--- src/rtl/sof_scheduler_if.sv ---
// Bus bundle between the SOF scheduler (slave) and its surroundings (master).
// The SOFTimeout strobe exists only when SOF_SCHED_TIMEOUT_EN is defined.
interface sof_scheduler_if;
  logic        SOFEnable;
  logic        SOFTxGnt;
  logic        sendPacketRdy;
  logic        SOFTxReq;
  logic        SOF_SP_WEn;
  logic [10:0] frameNum;
  logic [15:0] SOFTimer;
  logic        SOFGuard;
  logic        SOFSent;
  logic        SOFOverrun;
`ifdef SOF_SCHED_TIMEOUT_EN
  logic        SOFTimeout;
`endif

  modport slave (
    input  SOFEnable, SOFTxGnt, sendPacketRdy,
`ifdef SOF_SCHED_TIMEOUT_EN
    output SOFTimeout,
`endif
    output SOFTxReq, SOF_SP_WEn, frameNum, SOFTimer, SOFGuard, SOFSent, SOFOverrun
  );

  modport master (
    output SOFEnable, SOFTxGnt, sendPacketRdy,
`ifdef SOF_SCHED_TIMEOUT_EN
    input  SOFTimeout,
`endif
    input  SOFTxReq, SOF_SP_WEn, frameNum, SOFTimer, SOFGuard, SOFSent, SOFOverrun
  );
endinterface

--- src/rtl/sof_scheduler.sv ---
// USB start-of-frame scheduler: frame countdown, frame numbering and the SOF send handshake.
// Define SOF_SCHED_TIMEOUT_EN to add a 255-cycle abort on stalled handshakes (SOFTimeout strobe).
module sof_scheduler #(
  parameter logic [15:0] FRAME_PERIOD = 16'd48000,
  parameter logic [15:0] GUARD_TIME   = 16'd1200
) (
  input  logic           clk,
  input  logic           rst,
  sof_scheduler_if.slave bus,
  output logic [2:0]     dbg_state_o
);

  typedef enum logic [2:0] {
    S_IDLE      = 3'd0,
    S_REQ       = 3'd1,
    S_WAIT_RDY  = 3'd2,
    S_WEN       = 3'd3,
    S_WAIT_BUSY = 3'd4,
    S_WAIT_DONE = 3'd5
  } state_e;

  state_e      state_q;
  logic [15:0] timer_q, timer_d;
  logic [10:0] frame_q, frame_d;
  logic        frame_start;
  logic        req_q, wen_q, sent_q, ovr_q;

  // A frame starts whenever the enabled countdown sits at zero, including the first enabled cycle.
  always_comb begin
    frame_start = bus.SOFEnable && (timer_q == 16'd0);
    timer_d     = timer_q;
    frame_d     = frame_q;
    if (!bus.SOFEnable) begin
      timer_d = 16'd0;
    end else if (frame_start) begin
      timer_d = FRAME_PERIOD - 16'd1;
      frame_d = frame_q + 11'd1;
    end else begin
      timer_d = timer_q - 16'd1;
    end
  end

  always_ff @(posedge clk or negedge rst) begin
    if (!rst) begin
      timer_q <= 16'd0;
      frame_q <= 11'd0;
    end else begin
      timer_q <= timer_d;
      frame_q <= frame_d;
    end
  end

`ifdef SOF_SCHED_TIMEOUT_EN
  logic [7:0] to_cnt_q;
  logic       to_q;
  logic       waiting, advance;

  always_comb begin
    waiting = (state_q == S_REQ) || (state_q == S_WAIT_RDY) ||
              (state_q == S_WAIT_BUSY) || (state_q == S_WAIT_DONE);
    advance = ((state_q == S_REQ)       &&  bus.SOFTxGnt)     ||
              ((state_q == S_WAIT_RDY)  &&  bus.sendPacketRdy) ||
              ((state_q == S_WAIT_BUSY) && !bus.sendPacketRdy) ||
              ((state_q == S_WAIT_DONE) &&  bus.sendPacketRdy);
  end
`endif

  always_ff @(posedge clk or negedge rst) begin
    if (!rst) begin
      state_q <= S_IDLE;
      req_q   <= 1'b0;
      wen_q   <= 1'b0;
      sent_q  <= 1'b0;
      ovr_q   <= 1'b0;
`ifdef SOF_SCHED_TIMEOUT_EN
      to_cnt_q <= 8'd0;
      to_q     <= 1'b0;
`endif
    end else begin
      sent_q <= 1'b0;
      ovr_q  <= (frame_start && (state_q != S_IDLE));
      case (state_q)
        S_IDLE: if (frame_start) begin
          state_q <= S_REQ;
          req_q   <= 1'b1;
        end
        S_REQ: if (bus.SOFTxGnt) state_q <= S_WAIT_RDY;
        S_WAIT_RDY: if (bus.sendPacketRdy) begin
          state_q <= S_WEN;
          wen_q   <= 1'b1;
        end
        S_WEN: begin
          state_q <= S_WAIT_BUSY;
          wen_q   <= 1'b0;
        end
        S_WAIT_BUSY: if (!bus.sendPacketRdy) state_q <= S_WAIT_DONE;
        // A frame start coinciding with completion is reported as overrun and not re-requested.
        S_WAIT_DONE: if (bus.sendPacketRdy) begin
          state_q <= S_IDLE;
          req_q   <= 1'b0;
          sent_q  <= 1'b1;
        end
        default: begin
          state_q <= S_IDLE;
          req_q   <= 1'b0;
          wen_q   <= 1'b0;
        end
      endcase
`ifdef SOF_SCHED_TIMEOUT_EN
      // Counter restarts on every entry into a wait state; the abort overrides the case above.
      to_q <= 1'b0;
      if (!waiting || advance) begin
        to_cnt_q <= 8'd0;
      end else if (to_cnt_q == 8'd254) begin
        to_cnt_q <= 8'd0;
        state_q  <= S_IDLE;
        req_q    <= 1'b0;
        wen_q    <= 1'b0;
        to_q     <= 1'b1;
      end else begin
        to_cnt_q <= to_cnt_q + 8'd1;
      end
`endif
    end
  end

  assign bus.SOFTxReq   = req_q;
  assign bus.SOF_SP_WEn = wen_q;
  assign bus.SOFSent    = sent_q;
  assign bus.SOFOverrun = ovr_q;
  assign bus.frameNum   = frame_q;
  assign bus.SOFTimer   = timer_q;
  assign bus.SOFGuard   = bus.SOFEnable && (timer_q < GUARD_TIME);
`ifdef SOF_SCHED_TIMEOUT_EN
  assign bus.SOFTimeout = to_q;
`endif
  assign dbg_state_o    = state_q;

endmodule

--- src/flat_wrapper.sv ---
// flat-port wrapper written by rule: the top's interface ports become plain ports
module sof_scheduler_flat 
#(
  parameter logic [15:0] FRAME_PERIOD = 16'd48000,
  parameter logic [15:0] GUARD_TIME   = 16'd1200
)
  (clk, rst, dbg_state_o, bus_SOFEnable, bus_SOFTxGnt, bus_sendPacketRdy, bus_SOFTxReq, bus_SOF_SP_WEn, bus_frameNum, bus_SOFTimer, bus_SOFGuard, bus_SOFSent, bus_SOFOverrun);
  sof_scheduler_if bus_i ();
  input  logic clk;
  input  logic rst;
  output logic [2:0] dbg_state_o;
  input wire logic [$bits(bus_i.SOFEnable)-1:0] bus_SOFEnable;
  input wire logic [$bits(bus_i.SOFTxGnt)-1:0] bus_SOFTxGnt;
  input wire logic [$bits(bus_i.sendPacketRdy)-1:0] bus_sendPacketRdy;
  output wire logic [$bits(bus_i.SOFTxReq)-1:0] bus_SOFTxReq;
  output wire logic [$bits(bus_i.SOF_SP_WEn)-1:0] bus_SOF_SP_WEn;
  output wire logic [$bits(bus_i.frameNum)-1:0] bus_frameNum;
  output wire logic [$bits(bus_i.SOFTimer)-1:0] bus_SOFTimer;
  output wire logic [$bits(bus_i.SOFGuard)-1:0] bus_SOFGuard;
  output wire logic [$bits(bus_i.SOFSent)-1:0] bus_SOFSent;
  output wire logic [$bits(bus_i.SOFOverrun)-1:0] bus_SOFOverrun;
  assign bus_i.SOFEnable = bus_SOFEnable;
  assign bus_i.SOFTxGnt = bus_SOFTxGnt;
  assign bus_i.sendPacketRdy = bus_sendPacketRdy;
  assign bus_SOFTxReq = bus_i.SOFTxReq;
  assign bus_SOF_SP_WEn = bus_i.SOF_SP_WEn;
  assign bus_frameNum = bus_i.frameNum;
  assign bus_SOFTimer = bus_i.SOFTimer;
  assign bus_SOFGuard = bus_i.SOFGuard;
  assign bus_SOFSent = bus_i.SOFSent;
  assign bus_SOFOverrun = bus_i.SOFOverrun;
  sof_scheduler #(.FRAME_PERIOD(FRAME_PERIOD), .GUARD_TIME(GUARD_TIME)) u_core (.clk(clk), .rst(rst), .bus(bus_i), .dbg_state_o(dbg_state_o));
endmodule
--- config.mk ---
export PLATFORM = sky130hd
export DESIGN_NAME = sof_scheduler_flat
export DESIGN_NICKNAME = d
export VERILOG_FILES = /design/src/rtl/sof_scheduler_if.sv /design/src/rtl/sof_scheduler.sv /design/src/flat_wrapper.sv
export SDC_FILE = /design/constraint.sdc
export NUM_CORES = 1
export LEC_CHECK = 0
export BUFFER_PORTS_ARGS = -buffer_cell sky130_fd_sc_hd__buf_2
export CAP_MARGIN = 20
export CORE_UTILIZATION = 59
export CTS_BUF_LIST = sky130_fd_sc_hd__clkbuf_8
export CTS_CLUSTER_SIZE = 30
export DETAILED_ROUTE_END_ITERATION = 8
export PLACE_DENSITY = 0.95
export SYNTH_ARGS = -nofsm -noshare
export SYNTH_HDL_FRONTEND = slang
export SYNTH_SLANG_ARGS = --single-unit
export TNS_END_PERCENT = 20
--- constraint.sdc ---
create_clock -name clk -period 5 [get_ports clk]
set_input_delay 0.5 -clock clk [delete_from_list [all_inputs] [get_ports clk]]
set_output_delay 0.5 -clock clk [all_outputs]
set_load 0.1 [all_outputs]
# After elaboration in Yosys (flattened, before gate mapping)
# Index checks and enable logic that the tools add are counted.
[word_totals] latch_bits=0 inputBits=5 ramBits=0 n_memories=0 elab_cells=49 mem_bits_ro=0 reg_bits=34
[op_classes] magnitude_cmp=1 bitwise=2 n_mul=0 n_eq_ne=10 reduce_logical=12 shift=0 addsub=2 n_div=0 mux=15
[ops] cell="16-bit two-way mux" count=2
[ops] cell="3-bit one-hot mux with 6 select lines" count=1
[ops] cell="16-bit zero test" count=1
[ops] cell="16-bit by 11-bit < comparator with 1-bit output, second input constant" count=1
[ops] cell="16-bit by 1-bit subtractor with 16-bit output, second input constant" count=1
[ops] cell="3-bit two-way mux" count=5
[ops] cell="11-bit by 1-bit adder with 11-bit output, second input constant" count=1
[ops] cell="2-bit != test, second input constant" count=4
[ops] cell="4-bit OR reduction" count=2
[ops] cell="3-bit by 2-bit equality test with 1-bit output, second input constant" count=2
[ops] cell="3-bit equality test, second input constant" count=2
[ops] cell="1-bit two-way mux" count=5
[ops] cell="5-bit AND reduction" count=1
[ops] cell="2-bit AND reduction" count=2
[ops] cell="3-bit by 1-bit equality test with 1-bit output, second input constant" count=1
[ops] cell="1-bit logical AND" count=3
[ops] cell="3-bit zero test" count=1
[ops] cell="1-bit one-hot mux with 3 select lines" count=1
[ops] cell="3-bit AND reduction" count=1
[ops] cell="3-bit nonzero test" count=1
[ops] cell="2-bit by 1-bit != test with 1-bit output, second input constant" count=1
[ops] cell="1-bit NOT" count=2
[ops] cell="1-bit one-hot mux with 2 select lines" count=1

# Longest topological paths before layout
[logic_depth] depth_word=4 depth_mapped=7 ltp_nobuf=6

# Worst setup path after synthesis
# No wires, ideal clock.
[synth_timing] path_kind="flip-flop to output port" from="reg u_core.timer_q[12], in the netlist u_core.bus.SOFTimer[12]" to="out bus_SOFGuard" setup_slack_ns=1.628 n_path_buf=0 arrival_ns=2.872 required_ns=4.500 stages_incl_launch_ff=4 cell_sequence="dfrtp_1 nor4_4 nand3b_1 a21oi_1"
[synth_via] elab_chain_cells=2
[synth_lines] item="start: declaration" line_no="sof_scheduler.sv:23" text="logic [15:0] timer_q, timer_d;"
[synth_lines] item="start signal: assignment" line_no="sof_scheduler.sv:48" text="timer_q <= timer_d;"
[synth_lines] item="16-bit by 11-bit < comparator with 1-bit output" line_no="sof_scheduler.sv:133" text="assign bus.SOFGuard = bus.SOFEnable && (timer_q < GUARD_TIME);"
[synth_lines] item="1-bit logical AND" line_no="sof_scheduler.sv:133"
[synth_lines] item="end: declaration" line_no="flat_wrapper.sv:19" text="output wire logic [$bits(bus_i.SOFGuard)-1:0] bus_SOFGuard;"
# No other way between the ends.

# Final worst setup path
# Ends and elaborated chain as after synthesis.

==> results.py <==
metrics = {
    "run_status": {
        "outcome": "finished clean",
    },
    "clock_network": {
        "holdBufCountCts": 0,
        "clock_latency_ns": 0.29,
        "cts_setup_buffers": 0,
        "path_clk_slew_ns": 0.07,
        "cts_root_buffer": "clkbuf_8",
        "cts_tree": "built",
        "clockBufferDepth": 2,
        "postCtsResizedCells": 0,
        "cts-buffers-inserted": 5,
        "cts.sinks": 34,
        "h-tree-depth": 2,
    },
    "yosys": {
        "synth_top_family_by_area": "simple AND/OR/NAND/NOR gates",
        "synth_warnings": 0,
        "seq_area_frac_synth_pct": 49.17,
        "synth_fp_nets": 174,
        "synth-seq-cells": 34,
        "synth_compound_area_share_pct": 8.098,
        "synthesis.area_sq_um": 1730,
        "avgSynthCellArea_sq_um": 10.42,
        "synthMuxAreaShare_pct": 1.302,
        "synthXorXnorAreaFrac_pct": 11.14,
        "synthSimpleGateAreaFrac_pct": 25.38,
        "syn_inst": 166,
        "synth_cell_types": 34,
        "synth-adder-area-share_pct": 2.169,
    },
    "placed_design": {
        "gp_congestion": 0.8286,
        "portBuffers": 39,
        "dp_hpwl_microns": 2671,
    },
    "floorplan": {
        "die_x_microns": 56.16,
        "die_area_sq_um": 3153,
        "pin_count": 40,
        "initial_core_util_pct": 62.75,
        "core_area_sq_um": 2758,
        "rows": 19,
        "die_y_microns": 56.16,
    },
    "detailed_routing": {
        "drt-wirelength-per-cell_microns": 16.01,
        "routed_wl_microns": 3826,
        "ant_nets": 0,
        "drc": 0,
        "routed_via_density": 5.950,
        "dr.pass1.iters": 4,
        "dr_total_vias": 1422,
        "drt_iter0_markers": 58,
    },
    "cells_and_area": {
        "layout_common_cells": "buf_2, dfrtp_1, a21oi_1, nand2_1, xor2_1",
        "fillCellCount": 181,
        "drive_gt1_share_pct": 26.92,
        "layout_commonest_cell": "buf_2",
        "nets": 216,
        "diodes": 0,
        "areaGrowthSynthToFinish_pct": 17.14,
    },
    "grt": {
        "grt_usage_pct": 26.94,
        "grt_pass1_vias": 1349,
        "grt_pass1_wl_microns": 6389,
        "grt_max_degree": 35,
        "grt_remaining_overflow": 0,
        "antenna_found_initial": 0,
    },
    "run": {
        "maxCapViolCount": 0,
    },
    "worst_setup_path": {
        "criticalPathCategory": "register to output pin",
        "crit_fanout": 5,
        "arrival_ns": 1.91,
        "cp_cell_sequence": "nor4_4 > nand3b_1 > a21oi_1 > buf_2",
        "cp-end-kind": "output pin",
        "start_kind": "register",
        "max_stage_delay_ns": 0.45,
        "required_ns": 4.50,
        "critPathSlowestCell": "dfrtp_1",
        "crit_family": "simple AND/OR/NAND/NOR gates",
        "path_buf_inv": 1,
    },
    "sta": {
        "tns_ns": 0,
        "period_minus_slack_ns": 2.408,
        "finalSetupViolCount": 0,
        "skew_ns": 0.006299,
        "tightestPinTransition_ns": 0.7988,
        "maxSlewHeadroom_pct": 46.63,
        "finalHoldViolCount": 0,
        "max_freq_mhz": 415.3,
        "rsz0062_at_grt": "false",
        "fin_crit_sh_pct": 48.16,
        "final_max_slew_viol_count": 0,
    },
    "min_path": {
        "min_path_type": "primary input to async pin",
    },
}
==> worst register-to-register path, delay by kind of cell, from the launching register on <==
kind          cells  cell delay [ns]
fa+ha+maj         1             0.14
simple gates      4             1.36
buf+inv           1             0.10
flops             1             0.42
==> cell type report <==
class	instances	area, sq um	area share [%]
inverters	7	26.28	1.296
multi-input cells	120	832.0	41.05
repair buffers	40	202.7	10.00
clock inverters	2	7.507	0.3704
flip-flops and latches	34	850.8	41.98
well taps	31	38.79	1.914
clock buffers	5	68.82	3.395
==> flip-flops by register name, indices dropped and copies added, names as in the netlist <==
register               cells
u_core.bus.SOFOverrun      1
u_core.bus.SOFSent         1
u_core.bus.SOFTimer       16
u_core.bus.SOFTxReq        1
u_core.bus.SOF_SP_WEn      1
u_core.bus.frameNum       11
u_core.dbg_state_o         3
==> cell usage after synthesis <==
library cell / instances / area share [%]
nand2_1: 13 / 2.8
nand3_1: 6 / 1.7
o2bb2ai_1: 1 / 0.51
nor4_2: 4 / 2.9
buf_2: 2 / 0.58
o21ai_0: 9 / 2.6
dfrtp_1: 34 / 49
nor3_2: 1 / 0.58
and2_1: 2 / 0.72
nor3b_1: 2 / 0.87
ha_1: 3 / 2.2
nand4_1: 6 / 2.2
o31a_1: 1 / 0.51
mux2_2: 2 / 1.3
nor2_1: 9 / 2.0
nor3_1: 5 / 1.4
and4_1: 1 / 0.51
o21a_1: 1 / 0.43
clkbuf_1: 3 / 0.65
nor2b_1: 3 / 1.1
or3_1: 1 / 0.36
and4b_1: 1 / 0.58
nand3b_1: 3 / 1.3
and3_1: 4 / 1.4
a21oi_1: 14 / 4.0
nor4b_2: 1 / 0.87
nand3_2: 1 / 0.58
nor4_4: 1 / 1.2
nand4b_4: 1 / 1.4
nand4b_1: 1 / 0.51
nand2b_1: 1 / 0.36
inv_1: 7 / 1.5
xor2_1: 12 / 6.1
xnor2_1: 10 / 5.1
==> logic make-up after synthesis <==
group | after synthesis
flip-flops | 34
adder cells (fa/ha/maj) | 3
AND/OR/NAND/NOR | 67
multiplexers | 2
buffers and inverters | 12
AO/OA/AOI/OAI | 26
XOR/XNOR | 22
==> per-stage QoR <==
| step | hold WS, ns | cell area [sq um] | setup WS (ns) | std cells | utilization, % |
|---|---|---|---|---|---|
| after detailed placement | 0.4588 | 1943 | 2.674 | 231 | 70.46 |
| after global placement | 0.4525 | 1943 | 2.798 | 231 | 70.46 |
| after global routing | 0.3179 | 2027 | 2.511 | 239 | 73.50 |
| after floorplan | 0.2044 | 1730 | 1.628 | 166 | - |
| final | 0.2648 | 2027 | 2.592 | 239 | 73.50 |
| after CTS | 0.2863 | 2019 | 2.580 | 238 | 73.23 |
==> metal layers <==
layer | track usage (%) | routed length, microns | part of all wire (%)
met1 | 33.59 | 1602 | 42
met2 | 44.05 | 1930 | 50
met3 | 8.605 | 223 | 5.8
met4 | 9.756 | 70 | 1.8
met5 | 0 | 0 | 0
==> path summary, 6_finish.rpt <==
check,start,endpoint,slack [ns],depth (start not counted)
setup / recovery,u_core.bus.SOFTimer[12]$_DFF_PN0_,bus_SOFGuard,2.59,4
hold / removal,rst,u_core.bus.frameNum[4]$_DFFE_PN0P_,0.26,1
setup reg to reg,u_core.bus.SOFTimer[0]$_DFF_PN0_,u_core.bus.SOFTimer[7]$_DFF_PN0_,2.87,6
hold reg to reg,u_core.bus.frameNum[10]$_DFFE_PN0P_,u_core.bus.frameNum[10]$_DFFE_PN0P_,0.46,1
max in group asynchronous,rst,u_core.bus.frameNum[1]$_DFFE_PN0P_,4.27,1
min in group clk,u_core.bus.frameNum[10]$_DFFE_PN0P_,u_core.bus.frameNum[10]$_DFFE_PN0P_,0.46,1
Power is not shown: default switching activity piles up to over one toggle a cycle in this logic, so the estimate is an artifact.
